## config.mk

```make
export PLATFORM = sky130hd
export DESIGN_NAME = br_checkpoint_stack
export DESIGN_NICKNAME = d
export VERILOG_FILES = /design/src/rtl/br_checkpoint_stack.sv
export SDC_FILE = /design/constraint.sdc
export NUM_CORES = 2
export LEC_CHECK = 0
export CELL_PAD_IN_SITES_DETAIL_PLACEMENT = 1
export CELL_PAD_IN_SITES_GLOBAL_PLACEMENT = 1
export CORE_UTILIZATION = 43
export CTS_CLUSTER_SIZE = 25
export DETAILED_ROUTE_END_ITERATION = 8
export GPL_TIMING_DRIVEN = 1
export PLACE_DENSITY_LB_ADDON = 0.1
export SLEW_MARGIN = 10
export SYNTH_ARGS = -nofsm -noshare
export SYNTH_HDL_FRONTEND = slang
export SYNTH_SLANG_ARGS = --single-unit
export TNS_END_PERCENT = 50
```

## constraint.sdc

```tcl
create_clock -name clk -period 11.7 [get_ports clk]
set_input_delay 3.51 -clock clk [delete_from_list [all_inputs] [get_ports clk]]
set_output_delay 3.51 -clock clk [all_outputs]
set_load 0.02 [all_outputs]
```

## src/rtl/br_checkpoint_stack.sv

```systemverilog
// Branch checkpoint storage: snapshots rename state per in-flight branch and
// returns a snapshot one cycle after a mispredict, squashing dependent slots.
`ifndef BR_STATE_W
`define BR_STATE_W 2
`endif
`ifndef BR_PR_NONE
`define BR_PR_NONE 2'd0
`endif
`ifndef BR_PR_CORRECT
`define BR_PR_CORRECT 2'd1
`endif
`ifndef BR_PR_WRONG
`define BR_PR_WRONG 2'd2
`endif

module br_checkpoint_stack #(
  parameter int BR_W      = 5,
  parameter int ARCH_N    = 32,
  parameter int PRF_IDX_W = 6,
  parameter int FL_PTR_W  = 6,
  parameter int ROB_PTR_W = 5
) (
  input  logic                          clk,
  input  logic                          rst,
  input  logic                          is_br_i,
  input  logic [BR_W-1:0]               br_mask_i,
  input  logic [`BR_STATE_W-1:0]        br_state_i,
  input  logic [BR_W-1:0]               br_bit_i,
  input  logic [ARCH_N*PRF_IDX_W-1:0]   map_i,
  input  logic [FL_PTR_W-1:0]           fl_head_i,
  input  logic [ROB_PTR_W-1:0]          rob_tail_i,
  output logic [BR_W-1:0]               alloc_bit_o,
  output logic [BR_W-1:0]               slot_valid_o,
  output logic                          recover_valid_o,
  output logic [ARCH_N*PRF_IDX_W-1:0]   map_o,
  output logic [FL_PTR_W-1:0]           fl_head_o,
  output logic [ROB_PTR_W-1:0]          rob_tail_o,
  output logic [BR_W-1:0]               kill_mask_o
);

  localparam int MAP_W = ARCH_N * PRF_IDX_W;
  localparam int IDX_W = (BR_W > 1) ? $clog2(BR_W) : 1;

  logic [BR_W-1:0]      valid;
  logic [BR_W-1:0]      dep_mask [BR_W];
  logic [MAP_W-1:0]     map_mem  [BR_W];
  logic [FL_PTR_W-1:0]  fl_mem   [BR_W];
  logic [ROB_PTR_W-1:0] rob_mem  [BR_W];

  logic            is_wrong;
  logic            is_correct;
  logic [BR_W-1:0] eff;
  logic [BR_W-1:0] alloc_bit;
  logic [BR_W-1:0] kill;
  logic [IDX_W-1:0] sel;
  logic            found;

  assign is_wrong   = (br_state_i == `BR_PR_WRONG);
  assign is_correct = (br_state_i == `BR_PR_CORRECT);
  // A branch resolving correct this cycle frees its bit for immediate reuse.
  assign eff        = is_correct ? (br_mask_i & ~br_bit_i) : br_mask_i;

  always_comb begin
    alloc_bit = '0;
    found     = 1'b0;
    for (int i = 0; i < BR_W; i++) begin
      if (!found && !eff[i]) begin
        alloc_bit[i] = 1'b1;
        found        = 1'b1;
      end
    end
    if (!is_br_i || is_wrong) alloc_bit = '0;
  end

  always_comb begin
    kill = br_bit_i;
    sel  = '0;
    for (int k = 0; k < BR_W; k++) begin
      if (valid[k] && |(dep_mask[k] & br_bit_i)) kill[k] = 1'b1;
      if (br_bit_i[k]) sel = IDX_W'(k);
    end
  end

  // Control state: valid bits, dependency masks and the recovery pulse.
  always_ff @(posedge clk) begin
    if (rst) begin
      valid           <= '0;
      recover_valid_o <= 1'b0;
      kill_mask_o     <= '0;
      map_o           <= '0;
      fl_head_o       <= '0;
      rob_tail_o      <= '0;
      for (int k = 0; k < BR_W; k++) dep_mask[k] <= '0;
    end else begin
      recover_valid_o <= is_wrong;
      kill_mask_o     <= is_wrong ? kill : '0;
      if (is_wrong) begin
        map_o      <= map_mem[sel];
        fl_head_o  <= fl_mem[sel];
        rob_tail_o <= rob_mem[sel];
      end
      for (int k = 0; k < BR_W; k++) begin
        if (is_correct) begin
          dep_mask[k] <= dep_mask[k] & ~br_bit_i;
          if (br_bit_i[k]) valid[k] <= 1'b0;
        end
        if (is_wrong && kill[k]) valid[k] <= 1'b0;
        if (alloc_bit[k]) begin
          valid[k]    <= 1'b1;
          dep_mask[k] <= eff;
        end
      end
    end
  end

  // Snapshot payload is never cleared; only the valid bit tracks ownership.
  always_ff @(posedge clk) begin
    for (int k = 0; k < BR_W; k++) begin
      if (alloc_bit[k]) begin
        map_mem[k] <= map_i;
        fl_mem[k]  <= fl_head_i;
        rob_mem[k] <= rob_tail_i;
      end
    end
  end

  assign alloc_bit_o  = alloc_bit;
  assign slot_valid_o = valid;

endmodule

```

Word-level counts from Yosys, hierarchy flattened

Memories as Yosys holds them, arrays and structs flattened. A register that Yosys moved wholly into a read port is not among the register bits.
Cells that the tools add are included.

Bitwise logic cells: 23
Equality and inequality tests: 2
Reduce and logical (&&, ||, !) cells: 56
Muxes and demuxes: 110

Operator list:

| kind                                           | count |
|---|---|
| 2-to-1 mux 192 bit                             | 4 |
| OR reduction 192 bit                           | 4 |
| 2-to-1 mux 5 bit                               | 16 |
| 2-to-1 mux 1 bit                               | 71 |
| AND 5 bit                                      | 11 |
| 2-to-1 mux 3 bit                               | 15 |
| OR reduction 5 bit                             | 9 |
| nonzero test 3 bit                             | 10 |
| 2-to-1 mux 6 bit                               | 4 |
| OR reduction 6 bit                             | 4 |
| logical AND 1 bit                              | 14 |
| OR 1 bit                                       | 10 |
| AND reduction 2 bit                            | 5 |
| zero test 1 bit                                | 8 |
| NOT 5 bit                                      | 1 |
| == test 2 x 1 -> 1 bit (second input constant) | 1 |
| == test 2 bit (second input constant)          | 1 |
| OR reduction 2 bit                             | 1 |
| logical OR 1 bit                               | 1 |
| NOT 1 bit                                      | 1 |

Bits of input ports: 218
Logic and storage cells: 202
Memories kept: 4
Register bits: 11
Memory bits (writable): 1040

Memories:

| name     | depth | width | read ports | clocked after memory_dff | wr ports | RTL line | RTL |
|---|---|---|---|---|---|---|---|
| map_mem  | 5     | 192   | 1          | 1                        | 1        | 46       | `logic [MAP_W-1:0] map_mem [BR_W];` |
| fl_mem   | 5     | 6     | 1          | 1                        | 1        | 47       | `logic [FL_PTR_W-1:0] fl_mem [BR_W];` |
| dep_mask | 5     | 5     | 5          | 0                        | 5        | 45       | `logic [BR_W-1:0] dep_mask [BR_W];` |
| rob_mem  | 5     | 5     | 1          | 1                        | 1        | 48       | `logic [ROB_PTR_W-1:0] rob_mem [BR_W];` |

Depth between registers and ports, before layout

Word-level depth: 23
Gate-level depth with buffers: 8
Mapped depth without buffers: 5

Worst setup path before layout

OpenSTA, ideal clock, no wires.

Path type: input to output
Start point: input br_state_i[1]
End point: output alloc_bit_o[4]
Required time: 8190 ps
Slack: -610 ps
Arrival time: 8800 ps
Stages on the path: 6
Buffers on the path: 2
Cells stage by stage: buf_2 -> and2b_1 -> buf_2 -> a2111o_1 -> or3_1 -> inv_1

Word-level cells in the longest chain between the ends: 15
Elaborated cells on any way between the ends: 21
Classes of those cells: eq/ne (2); mux (7); reduce/logical (12)

Ends and longest elaborated chain:

| element                                 | RTL line | RTL |
|---|---|---|
| start: declaration                      | 27       | `` input logic [`BR_STATE_W-1:0] br_state_i, `` |
| == test 2 x 1 -> 1 bit (no source line) | -        |  |
| 2-to-1 mux 5 bit                        | 61       | `assign eff = is_correct ? (br_mask_i & ~br_bit_i) : br_mask_i;` |
| zero test 1 bit                         | 67       | `if (!found && !eff[i]) begin` |
| logical AND 1 bit                       | 67       |  |
| 2-to-1 mux 1 bit                        | 67       |  |
| zero test 1 bit                         | 67       |  |
| logical AND 1 bit                       | 67       |  |
| 2-to-1 mux 1 bit                        | 67       |  |
| zero test 1 bit                         | 67       |  |
| logical AND 1 bit                       | 67       |  |
| 2-to-1 mux 1 bit                        | 67       |  |
| zero test 1 bit                         | 67       |  |
| logical AND 1 bit                       | 67       |  |
| 2-to-1 mux 1 bit                        | 67       |  |
| 2-to-1 mux 5 bit *                      | 72       | `if (!is_br_i \|\| is_wrong) alloc_bit = '0;` |
| end: declaration                        | 32       | `output logic [BR_W-1:0] alloc_bit_o,` |

Mark *: on every way between the ends. The rest lies on a longest branch, timed or not.

Final worst setup path

Start point: input br_bit_i[0]
End point: output alloc_bit_o[4]

Word-level cells in the longest chain between the ends: 15
Elaborated cells on any way between the ends: 16
Classes of those cells: mux (7); bitwise (2); reduce/logical (7)

Ends and longest elaborated chain:

| element                                               | RTL line | RTL |
|---|---|---|
| start: declaration                                    | 28       | `input logic [BR_W-1:0] br_bit_i,` |
| NOT 5 bit *                                           | 61       |  |
| AND 5 bit *                                           | 61       |  |
| 2-to-1 mux 5 bit *                                    | 61       |  |
| 2-to-1 mux 1 bit or logical AND 1 bit (tied branches) | 67       |  |
| 2-to-1 mux 1 bit *                                    | 67       |  |
| zero test 1 bit                                       | 67       |  |
| logical AND 1 bit                                     | 67       |  |
| 2-to-1 mux 1 bit *                                    | 67       |  |
| zero test 1 bit                                       | 67       |  |
| logical AND 1 bit                                     | 67       |  |
| 2-to-1 mux 1 bit *                                    | 67       |  |
| zero test 1 bit *                                     | 67       |  |
| logical AND 1 bit *                                   | 67       |  |
| 2-to-1 mux 1 bit *                                    | 67       |  |
| 2-to-1 mux 5 bit *                                    | 72       |  |

Marks and branches as above.

==> summary.txt <==
Drt
  – Routed WL: 134000 µm
  – Total iterations of the first detailed-routing run: 5
  – Iteration-0 DRC Markers: roughly 1800
  – ANT nets after route: 0
  – DRC: 0
  – Drt wl/cell: approximately 27 µm
  – Vias: 28700
  – Vias per cell: 5.77

Critical path
  – Crit path from: br_bit_i[0]
  – CP Cell Sequence: clkdlybuf4s50_1 -> or3_4 -> a2111o_1 -> or3_1 -> clkinvlp_4 -> clkdlybuf4s50_1
  – CP Launch Type: input pin
  – WP data required: a little over 8 ns
  – Worst path slowest cell: clkdlybuf4s50_1
  – Critical Path End: alloc_bit_o[4]
  – CP arrival: approximately 6.7 ns
  – CP Depth: 6
  – Crit path max fanout: 12
  – Delay of the slowest critical-path stage: between 0.9 and 1 ns
  – Most frequent cell on the critical path: clkdlybuf4s50_1
  – CP Class: in2out
  – Delay-heaviest family, CP: buffers and inverters
  – R2R Path Start: dep_mask[0][1]
  – Crit path capture type: primary output
  – R2R setup slack: 10.30 ns
  – R2R cell count: 4
  – Reg2reg end: slot_valid_o[0]
  – WP buf/inv: 3

Finish
  – Reg area: roughly 0.035 mm²
  – Area Growth Syn to Fin: 21.6%
  – Layout cells sized above 1: under 10%
  – Final core occ: approximately 53%
  – Multi-input logic area: around 0.011 mm²
  – Fin nets: approximately 3700
  – Fill cells: slightly above 10000

Clock tree
  – Total setup buffers inserted after CTS: 0
  – Num CTS Buffers: 136
  – CTS Sinks: between 1000 and 1500
  – Post-CTS Resized: 0
  – Hold_buf cts: 0
  – Worst-path clk slew: 0.05 ns
  – CTS root buffer: clkbuf_16
  – H-tree depth: 4
  – Clock Path Buffers: 3
  – CTS tree: yes
  – Clk Latency, worst-skew pair: 0.73 ns

Floorplan
  – Initial Utilization: between 40% and 50%
  – Row count: between 100 and 150
  – Die height: approximately 330 µm
  – Area of the die: 0.111 mm²
  – Core Box Area: about 0.11 mm²
  – I/O Pins: roughly 440
  – Die width: around 330 µm

Timing
  – # setup viols final: 0
  – Setup WS post-layout: 1.48 ns
  – Slew HR: around 22%
  – Final Max Slew Viols: 0
  – Fin crit period: approximately 10 ns
  – Final Hold Vio Count: 0
  – Worst-margin pin slew: ~1.2 ns
  – Worst Skew: between 0.015 and 0.02 ns
  – Fmax: 97.8 MHz
  – RSZ-0062 raised after global routing: no
  – Period utilization: around 87%
  – Setup tns final: 0 ns

Synthesis
  – Asr flop ratio synth: 0%
  – Ys Warns: 0
  – Cell Area, Synth: around 0.047 mm²
  – Seq/Total Area, Yosys: around 75%
  – Most used DFF post-synth: edfxtp_1
  – Number of synthesized flops with an enable pin: 1035
  – #FFs+latches synth: 1249
  – Post-Syn Area per Cell: 15.2 µm²
  – Mapped Cells: 3084
  – Distinct cells, synth: 51
  – Syn nets: about 3300

Placement
  – Place WS: around 1.5 ns
  – GPL Wtd Cong: 0.782
  – Detailed Place HPWL: between 70000 and 80000 µm
  – PortBufs: 436

Outcome
  – Status: finished, final reports clean

Global routing
  – Total track usage: between 20% and 30%
  – Antenna violations before repair: 24
  – Vias in the first global route: ~31000
  – Largest net degree at the start of global routing: around 160
  – First-pass GRT wire length: approximately 200000 µm
  – GRT overflow: 0

Power
  – Maximum vdd drop: between 0.1 and 0.15 mV
  – Internal Power: 7870 µW
  – Combinational share of power: around 7.3%
  – Pwr/cell area: between 150 and 200 mW/mm²
  – Seq pwr share: approximately 50%
  – Leakage: 0.0185 µW
  – Switch Pwr: roughly 2200 µW
  – Clk pwr share: a little over two fifths
  – Switching part of the total power: between 20% and 30%

Run
  – Max Cap Viol: 0

Min path
  – Hold WC Path Type: reg2reg
  – Min-delay src: map_o[11]
routing by layer:
metal | up-vias | part of all wire, % | global-route usage, %
met5 | - | 0.14 | 0
met4 | 28 | 1.9 | 6.32
met3 | 191 | 5.8 | 5.66
met2 | 666 | 51 | 42.0
met1 | 15000 | 42 | 29.9
li1 | 12800 | - | -
worst min-delay path: cells and delay by family, from the launching register on:
family	cells	cell delay (ns)
flops	1	0.31
simple gates	1	0.05
compound gates	1	0.05
stage by stage:
step                power (µW)  hold WS [ns]  std cells  area (µm²)
floorplan                 5540         0.523       3084       47000
global placement          5890         0.442       4727       52600
detailed placement        5930         0.444       4727       52600
CTS                      10200         0.464       4979       57100
global route             10400         0.483       4980       57100
finish                   10100         0.459       4982       57100
sequential cells by signal (all words and copies together), names as in the netlist:
name,cells
map_o,192
recover_valid_o,1
dep_mask,20
rob_tail_o,5
fl_head_o,6
rob_mem,25
kill_mask_o,5
slot_valid_o,5
fl_mem,30
map_mem,960
power by group through the flow:
stage / sequential (µW) / combinational (µW) / clock, µW
detailed placement: 5180 / 746 / 0
CTS: 5090 / 751 / 4380
global placement: 5170 / 726 / 0
global route: 5100 / 798 / 4530
finish: 5090 / 742 / 4280
floorplan: 5230 / 318 / 0
Yosys cell counts (all sizes together) (33+ instances only):
master / instances / share of area [%]
a21oi: 98 / 1.0
nand2: 258 / 2.1
nand3b: 178 / 2.8
mux2i: 179 / 3.8
clkbuf: 198 / 1.6
o21a: 33 / 0.53
buf: 43 / 0.43
dfxtp: 214 / 9.1
o21ai: 183 / 1.9
o211ai: 114 / 1.8
a211oi: 178 / 2.8
nor2b: 98 / 1.3
a311oi: 103 / 1.9
edfxtp: 1035 / 66
worst min-delay path by stage:
stage                     cells past startpoint  slack [ns]          to
after floorplan                               2        0.52   map_o[54]
after detailed placement                      2        0.44  map_o[148]
after global placement                        2        0.44  map_o[171]
after global routing                          2        0.48   map_o[75]
after CTS                                     2        0.46  map_o[148]
final                                         2        0.46   map_o[11]
area by class of cell:
| class | instances | area share (%) |
|---|---|---|
| Antenna cell | 3 | 0.0131 |
| Clock buffer | 207 | 7.00 |
| Clock inverter | 45 | 0.889 |
| Inverter | 21 | 0.208 |
| Multi-Input combinational cell | 1573 | 18.6 |
| Sequential cell | 1249 | 61.9 |
| Tap cell | 1403 | 3.07 |
| Timing Repair Buffer | 481 | 8.34 |
cells by family (layout without fill, tap and decap cells):
group / Yosys count / after routing / synth area share (%)
xor gates and xnor gates: 1 / 1 / 0.0186
and+or+nand+nor: 602 / 602 / 7.02
muxes: 187 / 187 / 4.00
DFF: 1249 / 1249 / 75.3
other: 0 / 3 / 0
buffers and inverters: 262 / 754 / 2.18
AOI/OAI and AO/OA: 783 / 783 / 11.5
placed cells by master (no fill, tap or decap), types with 19 or more instances in the layout:
master	count
a211oi_1	178
a21oi_1	98
a311oi_1	103
buf_4	42
clkbuf_1	46
clkbuf_16	143
clkbuf_8	19
clkdlybuf4s50_1	431
dfxtp_1	214
edfxtp_1	1035
mux2i_1	179
nand2_1	258
nand3_1	21
nand3b_1	178
nor2b_1	97
o211ai_1	114
o21a_1	33
o21ai_0	183
o41ai_1	20
(Power assumes the default switching activity.)
